===== config.mk =====
export PLATFORM = sky130hd
export DESIGN_NAME = ad5541_code_sel_uart_cfg
export DESIGN_NICKNAME = d
export VERILOG_FILES = /design/src/rtl/ad5541_cfg_pkg.sv /design/src/rtl/uart_rx_byte.sv /design/src/rtl/ad5541_code_sel_uart_cfg.sv
export SDC_FILE = /design/constraint.sdc
export NUM_CORES = 1
export LEC_CHECK = 0
export CORE_ASPECT_RATIO = 0.8
export CORE_MARGIN = 1.5
export CORE_UTILIZATION = 59
export DETAILED_ROUTE_END_ITERATION = 10
export GPL_TIMING_DRIVEN = 0
export PLACE_DENSITY = 0.82
export RECOVER_POWER = 25
export SETUP_SLACK_MARGIN = 0.3
export SYNTH_ARGS = -nofsm -noshare
export SYNTH_HDL_FRONTEND = slang
export SYNTH_HIERARCHICAL = 1
export SYNTH_SLANG_ARGS = --single-unit

===== constraint.sdc =====
create_clock -name clk_10m -period 2.3 [get_ports clk_10m]
set_input_delay 0.23 -clock clk_10m [delete_from_list [all_inputs] [get_ports clk_10m]]
set_output_delay 0.23 -clock clk_10m [all_outputs]
set_load 0.02 [all_outputs]

===== src/rtl/ad5541_cfg_pkg.sv =====
// Shared constants and parser state encoding for the AD5541 UART configuration stage.
package ad5541_cfg_pkg;

  localparam logic [7:0] PKT_HDR = 8'hA5;
  localparam logic [7:0] ACK_OK  = 8'h5A;
  localparam logic [7:0] ACK_ERR = 8'hE1;
  localparam int         PKT_LEN = 7;

  typedef enum logic [2:0] {HUNT, S1, S2, S3, S4, FLG, CSUM, APPLY} parse_state_e;

  function automatic logic [7:0] pkt_csum(input logic [7:0] s1, input logic [7:0] s2,
                                          input logic [7:0] s3, input logic [7:0] s4,
                                          input logic [7:0] flg);
    return s1 ^ s2 ^ s3 ^ s4 ^ flg;
  endfunction

endpackage


===== src/rtl/uart_rx_byte.sv =====
// 8N1 UART receiver: 2-flop synchronizer, mid-bit sampling, one-cycle byte_valid / frame_err.
module uart_rx_byte #(
  parameter int CLKS_PER_BIT = 87
) (
  input  logic       clk,
  input  logic       rst_n,
  input  logic       rx_i,
  output logic [7:0] data_o,
  output logic       byte_valid_o,
  output logic       frame_err_o
);

  localparam int CW = $clog2(CLKS_PER_BIT);
  localparam logic [CW-1:0] HALF = CW'(CLKS_PER_BIT / 2);
  localparam logic [CW-1:0] FULL = CW'(CLKS_PER_BIT - 1);

  typedef enum logic [1:0] {RX_IDLE, RX_START, RX_DATA, RX_STOP} rx_state_e;

  rx_state_e     state_q;
  logic [2:0]    sync_q;   // [1] is the synchronized line, [2] its previous value
  logic [CW-1:0] cnt_q;
  logic [2:0]    bit_q;
  logic [7:0]    data_q;
  logic          byte_valid_q;
  logic          frame_err_q;

  always_ff @(posedge clk or negedge rst_n) begin
    if (!rst_n) begin
      sync_q       <= '1;
      state_q      <= RX_IDLE;
      cnt_q        <= '0;
      bit_q        <= '0;
      data_q       <= '0;
      byte_valid_q <= 1'b0;
      frame_err_q  <= 1'b0;
    end else begin
      sync_q       <= {sync_q[1:0], rx_i};
      byte_valid_q <= 1'b0;
      frame_err_q  <= 1'b0;
      case (state_q)
        RX_IDLE: begin
          // Edge-triggered so a line stuck low after a bad stop bit is not re-read as a start.
          if (sync_q[2] && !sync_q[1]) begin
            state_q <= RX_START;
            cnt_q   <= '0;
          end
        end
        RX_START: begin
          if (cnt_q == HALF) begin
            cnt_q   <= '0;
            bit_q   <= '0;
            state_q <= sync_q[1] ? RX_IDLE : RX_DATA;
          end else begin
            cnt_q <= cnt_q + 1'b1;
          end
        end
        RX_DATA: begin
          if (cnt_q == FULL) begin
            cnt_q  <= '0;
            data_q <= {sync_q[1], data_q[7:1]};
            bit_q  <= bit_q + 3'd1;
            if (bit_q == 3'd7) state_q <= RX_STOP;
          end else begin
            cnt_q <= cnt_q + 1'b1;
          end
        end
        default: begin
          if (cnt_q == FULL) begin
            cnt_q        <= '0;
            state_q      <= RX_IDLE;
            byte_valid_q <= sync_q[1];
            frame_err_q  <= !sync_q[1];
          end else begin
            cnt_q <= cnt_q + 1'b1;
          end
        end
      endcase
    end
  end

  assign data_o       = data_q;
  assign byte_valid_o = byte_valid_q;
  assign frame_err_o  = frame_err_q;

endmodule


===== src/rtl/ad5541_code_sel_uart_cfg.sv =====
// UART command parser holding the AD5541 driver code selects, with a restart pulse per accepted packet.
// Define AD5541_CFG_ACK_TX_EN to build the acknowledge UART transmitter on o_uart_tx.
module ad5541_code_sel_uart_cfg
  import ad5541_cfg_pkg::*;
#(
  parameter int         CLKS_PER_BIT = 87,
  parameter int         TIMEOUT_CLKS = 20000,
  parameter int         RST_PULSE    = 16,
  parameter logic [7:0] DEF_SEL1     = 8'd1,
  parameter logic [7:0] DEF_SEL2     = 8'd2,
  parameter logic [7:0] DEF_SEL3     = 8'd3,
  parameter logic [7:0] DEF_SEL4     = 8'd4
) (
  input  logic       clk_10m,
  input  logic       rst_n,
  input  logic       i_uart_rx,
  output logic       o_uart_tx,
  output logic [7:0] o_code_sel1,
  output logic [7:0] o_code_sel2,
  output logic [7:0] o_code_sel3,
  output logic [7:0] o_code_sel4,
  output logic       o_contious,
  output logic       o_drv_rst_n,
  output logic       o_pkt_ok,
  output logic       o_pkt_err
);

  localparam int TW = $clog2(TIMEOUT_CLKS);
  localparam int RW = $clog2(RST_PULSE + 1);

  logic [7:0]   rx_data;
  logic         byte_valid;
  logic         frame_err;
  parse_state_e state_q;
  logic [7:0]   shadow_q [PKT_LEN-2];
  logic [7:0]   sel_q [4];
  logic [TW-1:0] tmo_q;
  logic [RW-1:0] rst_cnt_q;
  logic         cont_q, drv_rst_n_q, pkt_ok_q, pkt_err_q;
  logic         timeout, csum_ok;

  uart_rx_byte #(.CLKS_PER_BIT(CLKS_PER_BIT)) u_rx (
    .clk          (clk_10m),
    .rst_n        (rst_n),
    .rx_i         (i_uart_rx),
    .data_o       (rx_data),
    .byte_valid_o (byte_valid),
    .frame_err_o  (frame_err)
  );

  assign timeout = (state_q != HUNT) && (tmo_q == TW'(TIMEOUT_CLKS - 1));
  assign csum_ok = (rx_data == pkt_csum(shadow_q[0], shadow_q[1], shadow_q[2], shadow_q[3], shadow_q[4]))
                && (shadow_q[0] != 8'd0) && (shadow_q[1] != 8'd0)
                && (shadow_q[2] != 8'd0) && (shadow_q[3] != 8'd0);

  // One shadow per data position S1..FLG; live outputs only move in APPLY.
  for (genvar gi = 0; gi < PKT_LEN - 2; gi++) begin : g_shadow
    always_ff @(posedge clk_10m or negedge rst_n) begin
      if (!rst_n)
        shadow_q[gi] <= '0;
      else if (byte_valid && (int'(state_q) == int'(S1) + gi))
        shadow_q[gi] <= rx_data;
    end
  end

  always_ff @(posedge clk_10m or negedge rst_n) begin
    if (!rst_n) begin
      state_q   <= HUNT;
      tmo_q     <= '0;
      pkt_ok_q  <= 1'b0;
      pkt_err_q <= 1'b0;
      cont_q    <= 1'b0;
      sel_q[0]  <= DEF_SEL1;
      sel_q[1]  <= DEF_SEL2;
      sel_q[2]  <= DEF_SEL3;
      sel_q[3]  <= DEF_SEL4;
    end else begin
      pkt_ok_q  <= 1'b0;
      pkt_err_q <= 1'b0;
      tmo_q     <= (state_q == HUNT || byte_valid) ? '0 : tmo_q + 1'b1;
      if (state_q == APPLY) begin
        for (int i = 0; i < 4; i++) sel_q[i] <= shadow_q[i];
        cont_q   <= shadow_q[4][0];
        pkt_ok_q <= 1'b1;
        state_q  <= HUNT;
      end else if (frame_err || (timeout && !byte_valid)) begin
        state_q   <= HUNT;
        pkt_err_q <= 1'b1;
      end else if (byte_valid) begin
        case (state_q)
          HUNT:    if (rx_data == PKT_HDR) state_q <= S1;
          CSUM: begin
            if (csum_ok) begin
              state_q <= APPLY;
            end else begin
              state_q   <= HUNT;
              pkt_err_q <= 1'b1;
            end
          end
          default: state_q <= parse_state_e'(state_q + 3'd1);
        endcase
      end
    end
  end

  // Reset value of the counter doubles as the start-up pulse after rst_n release.
  always_ff @(posedge clk_10m or negedge rst_n) begin
    if (!rst_n) begin
      rst_cnt_q   <= RW'(RST_PULSE);
      drv_rst_n_q <= 1'b0;
    end else if (state_q == APPLY) begin
      rst_cnt_q   <= RW'(RST_PULSE);
      drv_rst_n_q <= 1'b0;
    end else if (rst_cnt_q != '0) begin
      rst_cnt_q   <= rst_cnt_q - 1'b1;
      drv_rst_n_q <= (rst_cnt_q == RW'(1));
    end
  end

`ifdef AD5541_CFG_ACK_TX_EN
  localparam int CW = $clog2(CLKS_PER_BIT);

  logic [9:0]    tx_shift_q;
  logic [CW-1:0] tx_cnt_q;
  logic [3:0]    tx_bits_q;
  logic          tx_busy_q;

  always_ff @(posedge clk_10m or negedge rst_n) begin
    if (!rst_n) begin
      tx_shift_q <= '1;
      tx_cnt_q   <= '0;
      tx_bits_q  <= '0;
      tx_busy_q  <= 1'b0;
    end else if (!tx_busy_q) begin
      if (pkt_ok_q || pkt_err_q) begin
        tx_shift_q <= {1'b1, (pkt_ok_q ? ACK_OK : ACK_ERR), 1'b0};
        tx_cnt_q   <= '0;
        tx_bits_q  <= '0;
        tx_busy_q  <= 1'b1;
      end
    end else if (tx_cnt_q == CW'(CLKS_PER_BIT - 1)) begin
      tx_cnt_q   <= '0;
      tx_shift_q <= {1'b1, tx_shift_q[9:1]};
      tx_bits_q  <= tx_bits_q + 4'd1;
      if (tx_bits_q == 4'd9) tx_busy_q <= 1'b0;
    end else begin
      tx_cnt_q <= tx_cnt_q + 1'b1;
    end
  end

  assign o_uart_tx = tx_shift_q[0];
`else
  assign o_uart_tx = 1'b1;
`endif

  assign o_code_sel1 = sel_q[0];
  assign o_code_sel2 = sel_q[1];
  assign o_code_sel3 = sel_q[2];
  assign o_code_sel4 = sel_q[3];
  assign o_contious  = cont_q;
  assign o_drv_rst_n = drv_rst_n_q;
  assign o_pkt_ok    = pkt_ok_q;
  assign o_pkt_err   = pkt_err_q;

endmodule


==> metrics.txt <==
outcome=complete, no violations; grt total ovfl=0; area grow syn2layout=23.1%; Tcrit/Tclk final=90.4%; dpl hpwl=a little under 8000 um; antenna diode count=0; Worst-path clk slew=0.05 ns; Port Buf Inserts=38; slew margin rel.=about 17%; main combinational cell family by area after synthesis=multiplexers; CP max stage delay=between 0.4 and 0.5 ns; slew of the pin with the lowest slew margin=about 1.2 ns; WL per Instance=18.5 um; Final ANT Viol Nets=0; DR iter-0 viols=230; Final Hold Fails=0; GRT Resource Usage Total=between 20% and 30%; CORE AREA=approximately 0.0096 mm^2; fmax=between 400 and 500 MHz; setup ws final=~0.22 ns; num rows=32; Synth area leader=dfrtp_1; worst hold slack=approximately 0.36 ns; largest net degree at the start of global routing=between 70 and 80; # IOs=40; dpl cells=roughly 610; synth unique cells=50; required time of the critical path=2.59 ns; Mapped Area=between 0.005 and 0.006 mm^2; H-tree Lvls=4; fraction of registers with async set/reset=100%; vias in the first global route=3969; Synth top area share=about half; Cells after Synth=~450; crit-path cells=inv_1 > ha_1 > nand2b_1 > nand2b_1 > clkbuf_2 > nor4_1 > a21oi_1 > nor2b_2 > o211a_1; Pwr Density=~770 mW/mm^2; vias per cell=around 5.9; count of flip-flops with a built-in enable after synthesis=0; Synth Area in Adders=roughly 3%; Warnings, synthesis=6; Post-Syn Nets=466; Final Skew=roughly 0.0078 ns; share of cells above drive strength 1=about 30%; Horiz. Die Dim=between 100 and 150 um; pre-CTS WS=between 0.1 and 0.15 ns; complex-gate fraction of the synthesized area=~4.9%; Via Count=about 3900; flops & latches, synth=approximately 120; synth top area cells=dfrtp_1 (50%), mux2_2 (14%), xnor2_1 (4.3%); Final Max Slew Viols=0; setup violators final=0; leakage=about 3.4 nW; final net count=about 530; Die ar.=slightly above 0.01 mm^2; simple-gate share of the synthesized area=~11%; Synth Area per Inst=between 10 and 15 um^2; first-pass GRT wire length=roughly 20000 um; Initial Util=60.2%; CTS tree=built; CP most frequent cell=nand2b_1; max cap viols=0; register area share after synthesis=~54%; proportion of synthesized area in mux cells=16.4%; CTS Buffer Depth=2; clk sinks=124; RSZ-0062 raised after global routing=true; Num CTS Buffers=17; Primary FF master, synth=dfrtp_1; worst-path maximum fanout=7; Synth Area in XOR/XNOR=8.77%; CTS root buf=clkbuf_16; initial antenna violation count=0; CP endpoint kind=register; leading cell types by count after synthesis=dfrtp_1 (115), mux2_2 (74), xnor2_1 (28), nor2_1 (25), nand2_1 (23); arrival time at the worst endpoint=approximately 2.4 ns; Power, Total=~5.4 mW; peak supply drop=0.500 mV; Crit Path Class=register to register; DRC Markers=0; TritonRoute pass-1 iters=6; Die Ht=between 90 and 100 um; Slowest-stage cell, CP=dfrtp_1; min Tclk post-route=2.08 ns; top-count cell post-synth=dfrtp_1; Non-Filler Instances=between 600 and 700; gpl congestion=about 0.87; total wire length=12000 um; Worst-Skew Late Latency=roughly 0.41 ns; Hold Path Class=primary input to register; CP Launch Type=register
layout by cell type (no fill, tap or decap), drive strengths merged, types with 3 or more instances in the layout:
cell | netlist | layout
dfrtp | 115 | 115
mux2 | 82 | 82
clkdlybuf4s50 | 0 | 36
xnor2 | 30 | 30
clkbuf | 3 | 27
nor2 | 25 | 25
nand2 | 23 | 23
ha | 14 | 14
nor4 | 14 | 14
buf | 7 | 14
nand3 | 13 | 13
inv | 13 | 13
a21oi | 12 | 12
o21ai | 11 | 11
dfstp | 9 | 9
xor2 | 8 | 8
nand2b | 7 | 7
nand4 | 7 | 7
xnor3 | 7 | 7
nor3 | 5 | 5
bufinv | 0 | 5
nor2b | 5 | 5
and3 | 4 | 4
a211oi | 4 | 4
clkinv | 0 | 4
or3 | 3 | 3
clkinvlp | 0 | 3
o31ai | 3 | 3
logic make-up after synthesis:
logic type	after synthesis
simple gates	116
other cells	1
mux	84
xor+xnor	45
flops	124
buf+inv	23
fa+ha+maj	14
compound gates	42
metrics by stage:
stage | util (%) | setup TNS [ns] | instance area (um^2)
5_1_grt | 74.2 | 0 | 7100
2_1_floorplan | - | 0 | 5760
6_report | 74.2 | 0 | 7100
3_3_place_gp | 65.8 | -426.17 | 6290
3_5_place_dp | 66.1 | 0 | 6320
4_1_cts | 73.9 | 0 | 7070
power by group:
group / internal (mW) / switching [mW]
Sequential: 2.22 / 0.0626
Combinational: 0.0860 / 0.162
Clock: 1.97 / 0.940
Total: 4.28 / 1.16
flip-flops by register name, indices dropped and copies added, names as in the netlist, 2 cells and up:
register      flops
o_code_sel1       8
o_code_sel2       8
o_code_sel3       8
o_code_sel4       8
rst_cnt_q         5
shadow_q         40
state_q           3
tmo_q            15
u_rx/bit_q        3
u_rx/cnt_q        7
u_rx/data_o       8
u_rx/state_q      2
u_rx/sync_q       3
layout make-up:
| class | instances | area, um^2 |
|---|---|---|
| Buffer | 10 | 52.6 |
| Clock buffer | 20 | 457 |
| Clock inverter | 12 | 193 |
| Fill cell | 603 | 2470 |
| Inverter | 13 | 48.8 |
| Multi-Input combinational cell | 302 | 2610 |
| Sequential cell | 124 | 3120 |
| Tap cell | 119 | 149 |
| Timing Repair Buffer | 49 | 464 |
final timing paths:
| kind | start | endpoint | slack, ns | cells after the start |
|---|---|---|---|---|
| worst max-delay path | state_q[0] | state_q[1] | 0.22 | 9 |
| worst min-delay path | i_uart_rx | u_rx/sync_q[0] | 0.36 | 1 |
| worst max register to register | state_q[0] | state_q[1] | 0.22 | 9 |
| worst min register to register | u_rx/sync_q[0] | u_rx/sync_q[1] | 0.36 | 0 |
| max in group asynchronous | rst_n | u_rx/data_o[7] | 0.41 | 3 |
| min in group asynchronous | rst_n | o_drv_rst_n | 0.61 | 2 |
what timing repair did:
action / 4_1_cts / 5_1_grt
resized for setup: 11 / 9
endpoints found under the setup margin: 14 / 34
pin swaps: 8 / 5
setup buffers: 6 / 3
hold buffers: 1 / 0
endpoints found under the hold margin: 47 / 0
layer usage:
metal,wire length (um),part of all wire [%],vias up,GRT usage (%)
met1,5470,45,1975,33.9
met3,567,4.7,19,6.88
met4,209,1.7,0,10.6
met2,5790,48,119,39.8
li1,-,-,1743,-
met5,0,0,-,0
critical path, delay by kind of cell, from the launching register on:
kind                       cells  cell delay (ns)
AOI/OAI and AO/OA              2             0.29
adders and majority gates      1             0.25
buffers and inverters          2             0.27
DFF                            1             0.41
and+or+nand+nor                4             0.76
No activity file was read; power rests on OpenSTA's default activity.
